<file path="config.mk">
export PLATFORM = sky130hd
export DESIGN_NAME = ldpc_enc_ctrl_flat
export DESIGN_NICKNAME = d
export VERILOG_FILES = /design/src/rtl/ldpc_enc_ctrl_pkg.sv /design/src/rtl/ldpc_enc_ctrl_if.sv /design/src/rtl/ldpc_enc_ctrl_par_unload.sv /design/src/rtl/ldpc_enc_ctrl.sv /design/src/flat_wrapper.sv
export SDC_FILE = /design/constraint.sdc
export NUM_CORES = 1
export LEC_CHECK = 0
export ABC_AREA = 1
export BUFFER_PORTS_ARGS = -buffer_cell sky130_fd_sc_hd__buf_2
export CORE_MARGIN = 2
export CORE_UTILIZATION = 51
export CTS_BUF_LIST = sky130_fd_sc_hd__clkbuf_16
export DETAILED_ROUTE_END_ITERATION = 10
export PLACE_DENSITY = 0.85
export SETUP_SLACK_MARGIN = 0.1
export SKIP_CTS_REPAIR_TIMING = 1
export SYNTH_ARGS = -nofsm -noshare
export SYNTH_HDL_FRONTEND = slang
export SYNTH_HIERARCHICAL = 1
export SYNTH_SLANG_ARGS = --single-unit
</file>
<file path="constraint.sdc">
create_clock -name clk -period 1.63 [get_ports clk]
set_input_delay 0.326 -clock clk [delete_from_list [all_inputs] [get_ports clk]]
set_output_delay 0.326 -clock clk [all_outputs]
set_load 0.03 [all_outputs]
</file>
<file path="src/rtl/ldpc_enc_ctrl_pkg.sv">
// rtl/ldpc_enc_ctrl_pkg.sv - shared constants and FSM state type for the LDPC encoder frame controller
package ldpc_pkg;
  localparam int K_INFO  = 4320;
  localparam int N_PAR   = 360;
  localparam int GRP     = 360;
  localparam int CLR_CYC = 3;
  localparam int CNT_W   = 13;
  localparam int ADDR_W  = 9;

  typedef enum logic [1:0] {
    S_CLR  = 2'd0,
    S_INFO = 2'd1,
    S_WAIT = 2'd2,
    S_PAR  = 2'd3
  } ctrl_state_t;
endpackage

</file>
<file path="src/rtl/ldpc_enc_ctrl_if.sv">
// rtl/ldpc_enc_ctrl_if.sv - info-bit input, encoder-side and codeword-output signals of the frame controller
interface ldpc_enc_ctrl_if;
  import ldpc_pkg::*;

  logic              sin_valid;
  logic              sin_data;
  logic              sin_ready;
  logic              enc_rst_n;
  logic              enc_din_valid;
  logic              enc_din;
  logic [CNT_W-1:0]  enc_counter;
  logic [ADDR_W-1:0] enc_out_addr;
  logic              enc_data_valid_check;
  logic              enc_dout;
  logic              enc_calculate_finish;
  logic              cw_valid;
  logic              cw_data;
  logic              cw_sop;
  logic              cw_eop;

  modport master (
    input  sin_valid, sin_data, enc_dout, enc_calculate_finish,
    output sin_ready, enc_rst_n, enc_din_valid, enc_din, enc_counter,
           enc_out_addr, enc_data_valid_check, cw_valid, cw_data, cw_sop, cw_eop
  );

  modport slave (
    output sin_valid, sin_data, enc_dout, enc_calculate_finish,
    input  sin_ready, enc_rst_n, enc_din_valid, enc_din, enc_counter,
           enc_out_addr, enc_data_valid_check, cw_valid, cw_data, cw_sop, cw_eop
  );
endinterface

</file>
<file path="src/rtl/ldpc_enc_ctrl_par_unload.sv">
// rtl/ldpc_enc_ctrl_par_unload.sv - sweeps encoder out_addr 359..0 and forwards the parity bits as codeword beats
module ldpc_par_unload
  import ldpc_pkg::*;
(
  input  logic              i_clk,
  input  logic              i_rst_n,
  input  logic              i_start,
  input  logic              i_enc_dout,
  output logic [ADDR_W-1:0] o_out_addr,
  output logic              o_data_valid_check,
  output logic              o_cw_valid,
  output logic              o_cw_data,
  output logic              o_cw_eop,
  output logic              o_done
);
  localparam logic [ADDR_W-1:0] ADDR_TOP = ADDR_W'(N_PAR - 1);

  logic [ADDR_W-1:0] r_addr;
  logic              r_dvc;
  logic              r_vld;
  logic              r_eop;
  logic              w_done;

  assign w_done = r_dvc & (r_addr == '0);

  always_ff @(posedge i_clk or negedge i_rst_n) begin
    if (!i_rst_n) begin
      r_addr <= ADDR_TOP;
      r_dvc  <= 1'b0;
      r_vld  <= 1'b0;
      r_eop  <= 1'b0;
    end else begin
      r_vld <= r_dvc;
      r_eop <= w_done;
      if (i_start) begin
        r_dvc  <= 1'b1;
        r_addr <= ADDR_TOP;
      end else if (r_dvc) begin
        if (r_addr == '0) begin
          r_dvc  <= 1'b0;
          r_addr <= ADDR_TOP;
        end else begin
          r_addr <= r_addr - 1'b1;
        end
      end
    end
  end

  // enc_dout is already the encoder's output flop, so it rides with the delayed valid unregistered
  assign o_out_addr         = r_addr;
  assign o_data_valid_check = r_dvc;
  assign o_cw_valid         = r_vld;
  assign o_cw_data          = r_vld & i_enc_dout;
  assign o_cw_eop           = r_eop;
  assign o_done             = w_done;
endmodule

</file>
<file path="src/rtl/ldpc_enc_ctrl.sv">
// rtl/ldpc_enc_ctrl.sv - feeds 4320 info bits into the LDPC encoder, unloads 360 parity bits, emits the codeword
module ldpc_enc_ctrl
  import ldpc_pkg::*;
(
  input  logic            clk,
  input  logic            rst_n,
  ldpc_enc_ctrl_if.master bus
);
  ctrl_state_t       r_state;
  logic [1:0]        r_clr_cnt;
  logic [CNT_W-1:0]  r_k;
  logic [CNT_W-1:0]  r_counter;
  logic              r_enc_rst_n;
  logic              r_sin_ready;
  logic              r_din_valid;
  logic              r_din;
  logic              r_sop;

  logic              w_xfer;
  logic              w_start;
  logic              w_done;
  logic              w_par_valid;
  logic              w_par_data;
  logic              w_par_eop;
  logic              w_dvc;
  logic [ADDR_W-1:0] w_out_addr;

  assign w_xfer  = r_sin_ready & bus.sin_valid;
  assign w_start = (r_state == S_WAIT) & bus.enc_calculate_finish;

  always_ff @(posedge clk or negedge rst_n) begin
    if (!rst_n) begin
      r_state     <= S_CLR;
      r_clr_cnt   <= '0;
      r_k         <= '0;
      r_counter   <= '0;
      r_enc_rst_n <= 1'b0;
      r_sin_ready <= 1'b0;
      r_din_valid <= 1'b0;
      r_din       <= 1'b0;
      r_sop       <= 1'b0;
    end else begin
      r_din_valid <= 1'b0;
      r_din       <= 1'b0;
      r_sop       <= 1'b0;
      case (r_state)
        S_CLR: begin
          r_counter <= '0;
          r_k       <= '0;
          if (r_clr_cnt == 2'(CLR_CYC - 1)) begin
            r_clr_cnt   <= '0;
            r_enc_rst_n <= 1'b1;
            r_sin_ready <= 1'b1;
            r_state     <= S_INFO;
          end else begin
            r_clr_cnt <= r_clr_cnt + 2'd1;
          end
        end
        S_INFO: begin
          // enc_counter only moves on a transfer, so it holds through input gaps
          if (w_xfer) begin
            r_din_valid <= 1'b1;
            r_din       <= bus.sin_data;
            r_counter   <= r_k;
            r_sop       <= (r_k == '0);
            r_k         <= r_k + 1'b1;
            if (r_k == CNT_W'(K_INFO - 1)) begin
              r_sin_ready <= 1'b0;
              r_state     <= S_WAIT;
            end
          end
        end
        S_WAIT: begin
          r_counter <= CNT_W'(K_INFO);
          if (bus.enc_calculate_finish) r_state <= S_PAR;
        end
        S_PAR: begin
          r_counter <= CNT_W'(K_INFO);
          if (w_done) begin
            r_enc_rst_n <= 1'b0;
            r_state     <= S_CLR;
          end
        end
        default: begin
          r_enc_rst_n <= 1'b0;
          r_sin_ready <= 1'b0;
          r_state     <= S_CLR;
        end
      endcase
    end
  end

  ldpc_par_unload u_par_unload (
    .i_clk              (clk),
    .i_rst_n            (rst_n),
    .i_start            (w_start),
    .i_enc_dout         (bus.enc_dout),
    .o_out_addr         (w_out_addr),
    .o_data_valid_check (w_dvc),
    .o_cw_valid         (w_par_valid),
    .o_cw_data          (w_par_data),
    .o_cw_eop           (w_par_eop),
    .o_done             (w_done)
  );

  assign bus.sin_ready            = r_sin_ready;
  assign bus.enc_rst_n            = r_enc_rst_n;
  assign bus.enc_din_valid        = r_din_valid;
  assign bus.enc_din              = r_din;
  assign bus.enc_counter          = r_counter;
  assign bus.enc_out_addr         = w_out_addr;
  assign bus.enc_data_valid_check = w_dvc;
  assign bus.cw_valid             = r_din_valid | w_par_valid;
  assign bus.cw_data              = w_par_valid ? w_par_data : r_din;
  assign bus.cw_sop               = r_sop;
  assign bus.cw_eop               = w_par_eop;
endmodule

</file>
<file path="src/flat_wrapper.sv">
// flat-port wrapper written by rule: the top's interface ports become plain ports
module ldpc_enc_ctrl_flat import ldpc_pkg::*;
  (clk, rst_n, bus_sin_valid, bus_sin_data, bus_enc_dout, bus_enc_calculate_finish, bus_sin_ready, bus_enc_rst_n, bus_enc_din_valid, bus_enc_din, bus_enc_counter, bus_enc_out_addr, bus_enc_data_valid_check, bus_cw_valid, bus_cw_data, bus_cw_sop, bus_cw_eop);
  ldpc_enc_ctrl_if bus_i ();
  input  logic clk;
  input  logic rst_n;
  input wire logic [$bits(bus_i.sin_valid)-1:0] bus_sin_valid;
  input wire logic [$bits(bus_i.sin_data)-1:0] bus_sin_data;
  input wire logic [$bits(bus_i.enc_dout)-1:0] bus_enc_dout;
  input wire logic [$bits(bus_i.enc_calculate_finish)-1:0] bus_enc_calculate_finish;
  output wire logic [$bits(bus_i.sin_ready)-1:0] bus_sin_ready;
  output wire logic [$bits(bus_i.enc_rst_n)-1:0] bus_enc_rst_n;
  output wire logic [$bits(bus_i.enc_din_valid)-1:0] bus_enc_din_valid;
  output wire logic [$bits(bus_i.enc_din)-1:0] bus_enc_din;
  output wire logic [$bits(bus_i.enc_counter)-1:0] bus_enc_counter;
  output wire logic [$bits(bus_i.enc_out_addr)-1:0] bus_enc_out_addr;
  output wire logic [$bits(bus_i.enc_data_valid_check)-1:0] bus_enc_data_valid_check;
  output wire logic [$bits(bus_i.cw_valid)-1:0] bus_cw_valid;
  output wire logic [$bits(bus_i.cw_data)-1:0] bus_cw_data;
  output wire logic [$bits(bus_i.cw_sop)-1:0] bus_cw_sop;
  output wire logic [$bits(bus_i.cw_eop)-1:0] bus_cw_eop;
  assign bus_i.sin_valid = bus_sin_valid;
  assign bus_i.sin_data = bus_sin_data;
  assign bus_i.enc_dout = bus_enc_dout;
  assign bus_i.enc_calculate_finish = bus_enc_calculate_finish;
  assign bus_sin_ready = bus_i.sin_ready;
  assign bus_enc_rst_n = bus_i.enc_rst_n;
  assign bus_enc_din_valid = bus_i.enc_din_valid;
  assign bus_enc_din = bus_i.enc_din;
  assign bus_enc_counter = bus_i.enc_counter;
  assign bus_enc_out_addr = bus_i.enc_out_addr;
  assign bus_enc_data_valid_check = bus_i.enc_data_valid_check;
  assign bus_cw_valid = bus_i.cw_valid;
  assign bus_cw_data = bus_i.cw_data;
  assign bus_cw_sop = bus_i.cw_sop;
  assign bus_cw_eop = bus_i.cw_eop;
  ldpc_enc_ctrl u_core (.clk(clk), .rst_n(rst_n), .bus(bus_i));
endmodule
</file>
==> results.yml <==
critical_path:
  worstReg2RegStart: "u_core/u_par_unload/o_out_addr[0]"
  crit_type: "reg -> reg"
  ff2ff_path_depth: 11
  cp.required_ps: 1800
  worst_r2r_endpoint: "u_core/r_state[1]"
  cp_max_fo: 3
  regToRegSetupSlack_ps: -60
  cp-start-kind: "flip-flop"
  critPathCaptureType: "flip-flop"
  arrival_ps: 1860
synthesis:
  postSynthAreaPerCell_sq_um: 8.13
  synth_edf_count: 0
  ys_top_cells_by_count: "70 x nand2_1, 41 x dfrtp_1, 35 x inv_1"
  synth_area_sq_mm: 0.00246
  synth_flop_cell: "dfrtp_1"
  yosysMostFrequentCell: "nand2_1"
  synthDistinctLibCells: 29
  yosys.area.top_type: "dfrtp_1"
  ys_ff_latch: 47
  synthArstFlopShare_pct: 100
  yosys.area.top_type_share_pct: 41.6
  synth_seq_area_share_pct: 48.0
  synth_area_leaders: "dfrtp_1 42%, nand2_1 11%, dfstp_2 6.4%"
  ys_warn_count: 6
  syn_inst: 303
  synthesis.nets: 316
cells_and_area:
  multi_input_area_sq_mm: 0.00117
  fill_cells: 328
  regArea_sq_mm: 0.00118
  final_nets: 377
  synthToLayoutAreaGrowth_pct: 27.1
  finalNonFillerCells: 419
  drive_above_1_share_pct: 31.5
  antenna_cells: 0
sta:
  max_slew_margin_pct: 61.1
  final-setup-viol-count: 3
  finalMaxSlewViolations: 0
  fin_ws_ps: -56.4
  layout_min_cycle_time_ps: 1690
  fin_skew_ps: 2.18
  tightest_slew_ps: 578
  max_freq_mhz: 593
  hold_viol: 15
  hold_slack_ps: -14.8
  period_share_pct: 103
  fin_setup_tns_ps: -153
  grt_setup_unrepaired: "true"
route:
  drtAntennaViolNets: 0
  wl_um: 6070
  drc: 0
  drt-initial-drc-count: 224
  vias: 2328
  dr.pass1.iters: 5
  wl_per_cell_um: 14.5
  via_per_inst: 5.56
run_status:
  status: "complete, but fails checks"
  violations: "hold timing, setup timing"
floorplanning:
  fp.dieH_um: 73.5
  dieArea_sq_mm: 0.00541
  initial_core_util_pct: 52.5
  core_sq_mm: 0.00469
  ioPinCount: 37
  die_w_um: 73.5
  core.rowCount: 25
cts:
  cts_tree: "yes"
  cts_buffer_depth: 2
  clk_latency_ps: 280
  clock-sinks: 47
  clk_pin_slew_ps: 60
  cts-root-buf: "clkbuf_16"
  htreeDepth: 2
  numCtsBuffers: 5
pwr:
  p_seq_share_pct: 45.0
  swShare_pct: 29.6
  p_leak_uw: 0.00160
  internal_power_uw: 2190
  clkPwrFrac_pct: 36.9
  ir_worst_vdd_mv: 0.443
  p_switching_uw: 924
  pwr-share-comb_pct: 18.0
  power_density_mw_per_mm2: 995
placement:
  dp_hpwl_um: 4020
  pre_cts_ws_ps: -36.7
  placedCellCount: 403
  gp_congestion: 0.856
  io_buffers: 36
run:
  max-cap-violations: 0
global_routing:
  first_global_vias: 2082
  grt_pass1_wl_um: 9280
  grtUsageTotal_pct: 22.0
  grt_start_max_net_pins: 30
  grt_overflow: 0
  antenna_found_initial: 0
min_path:
  min_path_type: "in -> async"
[cell usage in the layout (no fill, tap or decap), types with 4 or more instances in the layout]
cell | netlist | layout
a21oi_1 | 7 | 7
buf_2 | 0 | 35
buf_4 | 0 | 23
clkbuf_16 | 0 | 5
dfrtp_1 | 41 | 41
dfstp_2 | 6 | 6
inv_1 | 35 | 31
inv_2 | 4 | 8
nand2_1 | 70 | 67
nand2_2 | 4 | 4
nand2_4 | 2 | 5
nand3_1 | 31 | 29
nand3_2 | 3 | 5
nor2_1 | 33 | 31
nor2_4 | 0 | 4
o21ai_0 | 19 | 17
o21ai_1 | 2 | 4
o31ai_1 | 8 | 8
[kinds of logic (layout without fill, tap and decap cells)]
kind of cell,after synthesis,count (layout),share of synthesized area [%]
and+or+nand+nor,160,160,30.3
AOI/OAI and AO/OA,39,39,9.04
buffers and inverters,47,109,7.97
muxes,1,1,0.457
adders and majority gates,7,7,3.55
xor gates and xnor gates,2,2,0.711
DFF,47,47,48.0
[metrics by stage]
step | utilization (%) | power [uW] | hold slack [ps] | cell area (sq um)
final | 66.8 | 3120 | -14.8 | 3130
after global routing | 66.8 | 3260 | 26.6 | 3130
after CTS | 64.1 | 3120 | 0.620 | 3010
after detailed placement | 60.5 | 1950 | 309 | 2840
after global placement | 60.5 | 1930 | 299 | 2840
after floorplan | - | 1760 | 30.4 | 2490
[per-layer routing]
layer / part of all wire (%) / GRT usage (%) / vias to the layer above
met4: 2.3 / 8.28 / 0
met5: 0 / 0 / -
met1: 41 / 29.4 / 1097
met2: 50 / 35.1 / 114
li1: - / - / 1098
met3: 6.5 / 4.39 / 19
[power groups by stage]
stage | Sequential (uW) | Combinational, uW | Clock, uW
3_3_place_gp | 1410 | 519 | 0
4_1_cts | 1400 | 548 | 1170
6_report | 1400 | 561 | 1150
5_1_grt | 1420 | 621 | 1220
2_1_floorplan | 1510 | 249 | 0
3_5_place_dp | 1420 | 539 | 0
[final cells by class]
cell class / instances / area share (%)
Clock inverter: 3 / 1.40
Tap cell: 54 / 2.16
Timing Repair Buffer: 60 / 12.1
Inverter: 41 / 5.07
Sequential cell: 47 / 37.8
Clock buffer: 5 / 3.99
Multi-Input combinational cell: 209 / 37.5
[critical path, cell delays in order (launching register included)]
cell	delay (ps)
dfstp_2	550
inv_2	60
ha_4	160
nand2_4	60
nor2_4	40
nand3_2	110
nor2_4	40
or2_4	260
nand2_4	90
nor2_4	50
nand3_2	80
nand2_1	60
[flip-flops by register name, indices dropped and copies added, names as in the netlist]
register                                count
u_core/bus.cw_sop                           1
u_core/bus.enc_counter                     13
u_core/bus.enc_din                          1
u_core/bus.enc_din_valid                    1
u_core/bus.enc_rst_n                        1
u_core/bus.sin_ready                        1
u_core/r_clr_cnt                            2
u_core/r_k                                 13
u_core/r_state                              2
u_core/u_par_unload/o_cw_eop                1
u_core/u_par_unload/o_cw_valid              1
u_core/u_par_unload/o_data_valid_check      1
u_core/u_par_unload/o_out_addr              9
[how the worst max path moves through the flow]
stage | slack (ps) | cells after the start | start | end
3_3_place_gp | 40 | 12 | u_core/u_par_unload/o_out_addr[0] | u_core/r_state[1]
3_5_place_dp | -40 | 12 | u_core/u_par_unload/o_out_addr[0] | u_core/r_state[1]
5_1_grt | -120 | 11 | u_core/u_par_unload/o_out_addr[0] | u_core/r_state[1]
2_1_floorplan | -100 | 11 | u_core/u_par_unload/o_out_addr[0] | u_core/r_state[0]
6_report | -60 | 11 | u_core/u_par_unload/o_out_addr[0] | u_core/r_state[1]
4_1_cts | -90 | 12 | u_core/u_par_unload/o_out_addr[0] | u_core/r_state[1]
(Power assumes the default switching activity.)
